### src/rtl/inv_stream_pkg.sv
// rtl/inv_stream_pkg.sv - shared types and helpers for the inv_stream streaming transform core
//
// Contents:
//   mode_e    transform mode enum (MODE_MASK, MODE_PASS, MODE_REV, MODE_ACC)
//   mode_t    raw 2-bit mode type as carried on the in_mode port
//   bit_rev() reverses the low w bits of a word (w <= REV_MAX_W)
package inv_stream_pkg;

    typedef enum logic [1:0] {
        MODE_MASK = 2'b00,
        MODE_PASS = 2'b01,
        MODE_REV  = 2'b10,
        MODE_ACC  = 2'b11
    } mode_e;

    typedef logic [1:0] mode_t;

    // Widest word bit_rev() can handle; callers narrow the result with a size cast.
    localparam int REV_MAX_W = 64;

    // Reverse the full REV_MAX_W-bit word, then shift so the reversed low w
    // bits land back at bit 0.
    function automatic logic [REV_MAX_W-1:0] bit_rev(input logic [REV_MAX_W-1:0] d,
                                                      input int                   w);
        logic [REV_MAX_W-1:0] r;
        r = '0;
        for (int i = 0; i < REV_MAX_W; i++) begin
            r[i] = d[REV_MAX_W-1-i];
        end
        return r >> (REV_MAX_W - w);
    endfunction

endpackage

### src/rtl/inv_stream_fifo.sv
// rtl/inv_stream_fifo.sv - register-based first-word-fall-through FIFO with occupancy count
//
// Ports:
//   clk, rst_n  clock, asynchronous active-low reset (clears storage too)
//   clr         synchronous clear of pointers and level (storage kept)
//   push, pop   write / read strobes; caller guarantees no push when full, no pop when empty
//   wr_data     word written on push
//   rd_data     word at the read pointer
//   level       occupancy 0..DEPTH
module inv_stream_fifo
    import inv_stream_pkg::*;
#(
    parameter int WIDTH = 8,
    parameter int DEPTH = 4
) (
    input  logic                     clk,
    input  logic                     rst_n,
    input  logic                     clr,
    input  logic                     push,
    input  logic                     pop,
    input  logic [WIDTH-1:0]         wr_data,
    output logic [WIDTH-1:0]         rd_data,
    output logic [$clog2(DEPTH):0]   level
);

    localparam int PTR_W = $clog2(DEPTH);

    logic [WIDTH-1:0] mem [DEPTH];
    logic [PTR_W-1:0] wr_ptr;
    logic [PTR_W-1:0] rd_ptr;

    assign rd_data = mem[rd_ptr];

    always_ff @(posedge clk or negedge rst_n) begin
        if (!rst_n) begin
            for (int i = 0; i < DEPTH; i++) begin
                mem[i] <= '0;
            end
            wr_ptr <= '0;
            rd_ptr <= '0;
            level  <= '0;
        end else if (clr) begin
            wr_ptr <= '0;
            rd_ptr <= '0;
            level  <= '0;
        end else begin
            if (push) begin
                mem[wr_ptr] <= wr_data;
                wr_ptr      <= wr_ptr + 1'b1;
            end
            if (pop) begin
                rd_ptr <= rd_ptr + 1'b1;
            end
            // Simultaneous push and pop leaves the occupancy unchanged.
            case ({push, pop})
                2'b10:   level <= level + 1'b1;
                2'b01:   level <= level - 1'b1;
                default: level <= level;
            endcase
        end
    end

endmodule

### src/rtl/inv_stream_core.sv
// rtl/inv_stream_core.sv - streaming per-word bit-transform engine with output FIFO
//
// Optional feature: define INV_STREAM_CNT_EN to build the saturating popped-word
// counter; otherwise word_cnt is tied to zero.
//
// Ports:
//   clk, rst_n            clock, asynchronous active-low reset
//   ena                   run enable; low freezes all state and deasserts both handshakes
//   clr                   synchronous clear of FIFO and accumulator
//   in_data/in_mask       input word and per-bit mask
//   in_mode               transform mode (see inv_stream_pkg::mode_e)
//   in_valid/in_ready     input handshake
//   out_data/out_valid    FIFO head word and its valid
//   out_ready             consumer accepts the head word
//   level                 FIFO occupancy 0..DEPTH
//   word_cnt              popped-word count (zero unless INV_STREAM_CNT_EN)
module inv_stream_core
    import inv_stream_pkg::*;
#(
    parameter int WIDTH = 8,
    parameter int DEPTH = 4
) (
    input  logic                     clk,
    input  logic                     rst_n,
    input  logic                     ena,
    input  logic                     clr,
    input  logic [WIDTH-1:0]         in_data,
    input  logic [WIDTH-1:0]         in_mask,
    input  logic [1:0]               in_mode,
    input  logic                     in_valid,
    output logic                     in_ready,
    output logic [WIDTH-1:0]         out_data,
    output logic                     out_valid,
    input  logic                     out_ready,
    output logic [$clog2(DEPTH):0]   level,
    output logic [15:0]              word_cnt
);

    localparam int LVL_W = $clog2(DEPTH) + 1;
    localparam logic [LVL_W-1:0] FULL_LVL = LVL_W'(DEPTH);

    mode_t            mode_raw;
    mode_e            mode;
    logic             push;
    logic             pop;
    logic             fifo_clr;
    logic [WIDTH-1:0] acc;
    logic [WIDTH-1:0] acc_n;
    logic [WIDTH-1:0] inv_data;
    logic [WIDTH-1:0] rev_data;
    logic [WIDTH-1:0] xform;

    assign mode_raw = in_mode;
    assign mode     = mode_e'(mode_raw);

    // No bypass: a full FIFO refuses input even when the head is popped this cycle.
    assign in_ready  = rst_n && ena && !clr && (level != FULL_LVL);
    assign out_valid = ena && (level != '0);
    assign push      = in_valid && in_ready;
    assign pop       = out_valid && out_ready;
    // clr only acts while running so that ena low freezes everything.
    assign fifo_clr  = clr && ena;

    assign inv_data = ~in_data;
    assign rev_data = WIDTH'(bit_rev(REV_MAX_W'(inv_data), WIDTH));
    assign acc_n    = acc ^ in_data;

    always_comb begin
        xform = in_data ^ in_mask;
        case (mode)
            MODE_MASK: xform = in_data ^ in_mask;
            MODE_PASS: xform = in_data;
            MODE_REV:  xform = rev_data;
            MODE_ACC:  xform = acc_n ^ in_mask;
            default:   xform = in_data ^ in_mask;
        endcase
    end

    always_ff @(posedge clk or negedge rst_n) begin
        if (!rst_n) begin
            acc <= '0;
        end else if (fifo_clr) begin
            acc <= '0;
        end else if (push && (mode == MODE_ACC)) begin
            acc <= acc_n;
        end
    end

    inv_stream_fifo #(
        .WIDTH (WIDTH),
        .DEPTH (DEPTH)
    ) u_fifo (
        .clk     (clk),
        .rst_n   (rst_n),
        .clr     (fifo_clr),
        .push    (push),
        .pop     (pop),
        .wr_data (xform),
        .rd_data (out_data),
        .level   (level)
    );

`ifdef INV_STREAM_CNT_EN
    // Counts completed pops; survives clr, cleared only by reset, saturates.
    always_ff @(posedge clk or negedge rst_n) begin
        if (!rst_n) begin
            word_cnt <= '0;
        end else if (pop && !fifo_clr && (word_cnt != 16'hFFFF)) begin
            word_cnt <= word_cnt + 16'd1;
        end
    end
`else
    assign word_cnt = '0;
`endif

endmodule

### config.mk
export PLATFORM = sky130hd
export DESIGN_NAME = inv_stream_core
export DESIGN_NICKNAME = d
export VERILOG_FILES = /design/src/rtl/inv_stream_pkg.sv /design/src/rtl/inv_stream_fifo.sv /design/src/rtl/inv_stream_core.sv
export SDC_FILE = /design/constraint.sdc
export NUM_CORES = 1
export LEC_CHECK = 0
export ABC_AREA = 1
export CORE_UTILIZATION = 39
export DETAILED_ROUTE_END_ITERATION = 16
export PLACE_DENSITY = 0.73
export SETUP_SLACK_MARGIN = 0.02
export SYNTH_ARGS = -nofsm -noshare
export SYNTH_HDL_FRONTEND = slang
export SYNTH_SLANG_ARGS = --single-unit
### constraint.sdc
create_clock -name clk -period 4.1 [get_ports clk]
set_input_delay 0.615 -clock clk [delete_from_list [all_inputs] [get_ports clk]]
set_output_delay 0.615 -clock clk [all_outputs]
set_load 0.05 [all_outputs]
==> flow_summary.ini, run 1 <==
[placement]
place_hpwl_um = 4776
pre_cts_ws_ps = 1238
io_buffers = 36
place_congestion = 0.8256

[clocking]
cts_max_level = 2
clk-insertion-delay-late_ps = 300
cts_tree = built
clock-sinks = 47
numCtsBuffers = 5
cts_max_path_buffers = 2
cts_hold_buf = 0
cts_setup_buffers = 0
post_cts_resized = 0
root_buffer = clkbuf_8
clk_pin_slew_worst_paths_ps = 80

[timing]
max_slew_margin_pct = 59.47
tightest_slew_ps = 601.6
fin_setup_tns_ps = 0
rsz0062_at_grt = false
final-setup-viol-count = 0
max_freq_mhz = 319.8
setup_slack_ps = 972.8
timing.final.crit_period_ps = 3127
finalCritPeriodShare_pct = 76.27
finClkSkew_ps = 4.972
hold_viol_final = 0
slew_viol_final = 0

[final_layout]
num_antenna_cells = 0
syn_to_final_growth_pct = 16.20
seq_area_mm2 = 0.001176
utilization_pct = 47.96
nFillCells = 681
finalNetCount = 457
layout-drive-gt1-share_pct = 7.059
multi_input_area_mm2 = 0.001431

[detailed_routing]
routed-wl-met2_um = 3095
wl_met1_um = 3294
antenna_left = 0
vias = 2604
drc_errors = 0
finalWirelength_um = 6717
vias_per_cell = 4.998
dr.pass1.iters = 5
wl_met3_um = 247
routedWlPerCell_um = 12.89
drt_iter0_markers = 204
highest_layer = met4

[setup_path]
crit_fanout = 18
worstRegToRegCells = 12
cp-start-kind = flop
r2r_setup_slack_ps = 1950
crit_required_ps = 3480
reg2reg_from = u_fifo.level[0]$_DFFE_PN0P_
worst-setup-path-type = flop to primary output
rr_endpoint = u_fifo.level[2]$_DFFE_PN0P_
arrival_ps = 2510
cp-end-kind = primary output

[run_status]
status = finished clean

[synthesis]
synth_area_leaders = dfrtp_1 41%, nand2_1 16%, nand3_1 8.9%
syn_avg_cell_area_um2 = 7.427
ys_seq_area_share_pct = 40.82
synth_seq_cells = 47
ys.flop_type = dfrtp_1
netlist_area_mm2 = 0.002882
synthArstFlopShare_pct = 100.0
synth_cells = 388
yosysTopAreaCellShare_pct = 40.82
ys_types = 27
synth_edf_count = 0
yosysMostFrequentCell = nand2_1
ys.warnings.count = 0
yosys.area.top_type = dfrtp_1
ys_top_cells_by_count = 125 x nand2_1, 51 x nand3_1, 47 x dfrtp_1, 39 x inv_1, 23 x o21ai_0

[floorplanning]
die_h_um = 87.96
die_w_um = 87.96
core_area_mm2 = 0.006982
start_util_pct = 41.27
num_rows = 30
dieArea_mm2 = 0.007736
ios = 53

[grt]
grt_overflow_total = 0
track_usage_pct = 19.02
antenna_found_initial = 0
grt_pass1_wl_um = 11270
grt_max_degree = 48
grt_pass1_vias = 2360

[pwr]
cellPowerDensity_mw_per_mm2 = 542.3
power_switching_share_pct = 46.35
p_int_uw = 974.1
p_clk_share_pct = 15.5
leakage_nw = 1.739
peakVddDrop_uv = 181.4
p_total_mw = 1.816
p_switching_uw = 841.7
p_comb_share_pct = 49.5
seqPwrFrac_pct = 34.9

[hold_path]
hold_path.class = input pin to asynchronous set/reset pin

[run]
max_cap_violations = 0
-- worst max-delay path: stages, from the launching register on --
cell and delay [ps]:
dfrtp_1 590, inv_1 490, o21ai_0 140, o22ai_1 160
clkdlybuf4s50_1 830
-- power groups by stage --
| stage | logic, mW | clock network (mW) | registers (mW) |
|---|---|---|---|
| finish | 0.899 | 0.282 | 0.634 |
| global route | 0.970 | 0.315 | 0.645 |
| CTS | 0.902 | 0.293 | 0.631 |
| detailed placement | 0.899 | 0 | 0.640 |
| global placement | 0.890 | 0 | 0.637 |
| floorplan | 0.635 | 0 | 0.639 |
-- sequential cells by signal, indices dropped and copies added (netlist names) --
| register | count |
|---|---|
| u_fifo.level | 3 |
| u_fifo.rd_ptr | 2 |
| u_fifo.wr_ptr | 2 |
| u_fifo.mem | 32 |
| acc | 8 |
-- cell type report --
| class | instances | share of cell area [%] |
|---|---|---|
| inverters | 45 | 5.082 |
| flip-flops and latches | 47 | 35.13 |
| clock buffers | 6 | 2.466 |
| well taps | 96 | 3.587 |
| multi-input cells | 289 | 42.75 |
| clock inverters | 1 | 0.1495 |
| repair buffers | 37 | 10.84 |
-- layer usage --
layer  up-vias  track usage (%)
met4         0            5.663
met5         -                0
met1      1229            25.84
met2        72            30.87
li1       1297                -
met3         6            3.487
-- layout by cell type (no fill, tap or decap), drive strengths merged --
master	n
o22ai	17
inv	44
nand3b	2
fa	1
xnor2	1
or2	4
clkinv	2
nand3	52
clkdlybuf4s50	35
nand2	128
o21ai	24
o221ai	3
dfrtp	47
buf	2
clkbuf	6
ha	7
nor2	24
conb	16
a21oi	10
-- per-stage QoR --
step | cells | hold WS (ps) | cell area (um2)
after floorplan | 403 | 319.4 | 2938
after global routing | 521 | 484.2 | 3348
after detailed placement | 514 | 461.6 | 3261
after global placement | 514 | 460.3 | 3261
after CTS | 521 | 456.8 | 3348
final | 521 | 438.8 | 3348
-- kinds of logic (layout without fill, tap and decap cells) --
logic type,after synthesis,in the layout,share of synthesized area [%]
AND/OR/NAND/NOR,210,210,32.65
buffers and inverters,67,89,11.46
AO/OA/AOI/OAI,54,54,10.90
flip-flops,47,47,40.82
adder cells (fa/ha/maj),8,8,3.734
other,1,16,0.1301
XOR/XNOR,1,1,0.3040
-- how the worst max path moves through the flow --
stage	from	end	slack, ps
global placement	ena	in_ready	1260
finish	u_fifo.rd_ptr[0]$_DFFE_PN0P_	out_data[4]	970
detailed placement	ena	u_fifo.level[2]$_DFFE_PN0P_	1240
floorplan	u_fifo.rd_ptr[0]$_DFFE_PN0P_	out_data[3]	1830
CTS	u_fifo.rd_ptr[0]$_DFFE_PN0P_	out_data[4]	980
global route	u_fifo.rd_ptr[0]$_DFFE_PN0P_	out_data[6]	790
(Power assumes the default switching activity.)
==> run 2, diff against run 1 <==
==> constraint.sdc (replaced) <==
create_clock -name clk -period 3.1 [get_ports clk]
set_input_delay 0.465 -clock clk [delete_from_list [all_inputs] [get_ports clk]]
set_output_delay 0.465 -clock clk [all_outputs]
set_load 0.05 [all_outputs]
==> run 2 against run 1 <==
  * Largest cell class unchanged
  * Final cell count rose by 0.58%
  * Register-to-register slack got worse by 780 ps
  * Core utilization rose by 0.34 points
  * Highest routed layer unchanged
==> flow_summary.ini, run 2 (synthesis results as in run 1) <==
[grt]
grt_pass1_wl_um = 11580
grt_pass1_vias = 2398
grt_max_degree = 48
track_usage_pct = 19.82
grt_overflow_total = 0
antenna_found_initial = 0

[clocking]
cts_max_path_buffers = 2
cts_tree = built
clk-insertion-delay-late_ps = 300
numCtsBuffers = 5
clk_pin_slew_worst_paths_ps = 100
cts_setup_buffers = 0
root_buffer = clkbuf_8
cts_hold_buf = 0
clock-sinks = 47
post_cts_resized = 0
cts_max_level = 2

[detailed_routing]
routedWlPerCell_um = 13.28
vias = 2681
finalWirelength_um = 6958
dr.pass1.iters = 5
drt_iter0_markers = 221
vias_per_cell = 5.116
antenna_left = 0
drc_errors = 0

[timing]
finalCritPeriodShare_pct = 87.87
final-setup-viol-count = 0
fin_setup_tns_ps = 0
max_slew_margin_pct = 56.96
hold_viol_final = 0
slew_viol_final = 0
tightest_slew_ps = 638.8
hold_slack_ps = 278.8
rsz0062_at_grt = false
timing.final.crit_period_ps = 2724
max_freq_mhz = 367.1
setup_slack_ps = 375.9
finClkSkew_ps = 8.176

[floorplanning]
die_w_um = 87.96
die_h_um = 87.96
dieArea_mm2 = 0.007736
start_util_pct = 41.27
num_rows = 30
core_area_mm2 = 0.006982
ios = 53

[placement]
pre_cts_ws_ps = 669.6
io_buffers = 36
place_congestion = 0.7947
place_hpwl_um = 4943

[setup_path]
cp-end-kind = primary output
cp-start-kind = flop
worst-setup-path-type = flop to primary output
arrival_ps = 2260
crit_fanout = 10
crit_required_ps = 2630

[run_status]
status = finished clean

[final_layout]
largest_register = u_fifo.mem
num_antenna_cells = 0
utilization_pct = 48.30
final_common_cell = nand2_1
syn_to_final_growth_pct = 17.02
reg_top3 = u_fifo.mem: 32 flops, acc: 8 flops, u_fifo.level: 3 flops
finalNetCount = 459
layout_common_cells = 125 x nand2_1, 51 x nand3_1, 47 x dfrtp_1
layout-drive-gt1-share_pct = 7.944
largest_reg_flops = 32

[pwr]
cellPowerDensity_mw_per_mm2 = 724.9
p_total_mw = 2.444
leakage_nw = 1.751
peakVddDrop_uv = 258.8

[run]
max_cap_violations = 0

[hold_path]
hold_path.class = input pin to asynchronous set/reset pin
-- run 2: changes by cell type in the layout (fill, tap and decap cells not counted) --
| cell | previous run | this run |
|---|---|---|
| buf_4 | 1 | 4 |
| clkdlybuf4s50_1 | 35 | 34 |
| clkinv_2 | 2 | 1 |
| clkinv_4 | 0 | 1 |
| clkinvlp_4 | 0 | 1 |
-- run 2: layout make-up --
| type | instances | area (um2) |
|---|---|---|
| Clock buffer | 6 | 82.58 |
| Timing Repair Buffer | 39 | 375.4 |
| Fill cell | 722 | 3610 |
| Tap cell | 96 | 120.1 |
| Sequential cell | 47 | 1176 |
| Clock inverter | 2 | 16.27 |
| Inverter | 45 | 170.2 |
| Multi-Input combinational cell | 289 | 1431 |
-- run 2: worst paths after layout --
path / from / to / slack, ps / depth (start not counted)
worst max-delay path: u_fifo.rd_ptr[1]$_DFFE_PN0P_ / out_data[0] / 380 / 4
worst min-delay path: rst_n / u_fifo.mem[17]$_DFFE_PN0P_ / 280 / 2
worst max register to register: u_fifo.level[0]$_DFFE_PN0P_ / u_fifo.level[2]$_DFFE_PN0P_ / 1170 / 13
worst min register to register: u_fifo.mem[15]$_DFFE_PN0P_ / u_fifo.mem[15]$_DFFE_PN0P_ / 490 / 2
max in group asynchronous: rst_n / acc[6]$_DFFE_PN0P_ / 2390 / 2
min in group clk: u_fifo.mem[15]$_DFFE_PN0P_ / u_fifo.mem[15]$_DFFE_PN0P_ / 490 / 2
-- run 2: routing by layer --
metal | vias up | track usage (%) | part of all wire (%)
li1 | 1300 | - | -
met1 | 1282 | 27.58 | 48
met2 | 92 | 32.84 | 47
met3 | 7 | 2.639 | 4.6
met4 | 0 | 4.471 | 0.86
met5 | - | 0 | 0
-- run 2: where the power goes --
part | total [mW] | leakage (nW) | switching, mW | internal [mW]
sequential | 0.807 | 0.634 | 0.0793 | 0.728
combinational | 1.23 | 1.07 | 0.836 | 0.394
clock | 0.407 | 0.0474 | 0.225 | 0.183
-- run 2: critical path, cell delays in order (launching register included) --
cell,delay (ps)
dfrtp_1,490
inv_1,290
o21ai_0,150
o22ai_1,170
clkdlybuf4s50_1,850
-- run 2: stage by stage --
stage	instance area [um2]	instances
final	3372	524
after global routing	3372	524
after CTS	3372	524
after detailed placement	3273	516
after global placement	3273	516
after floorplan	2938	403
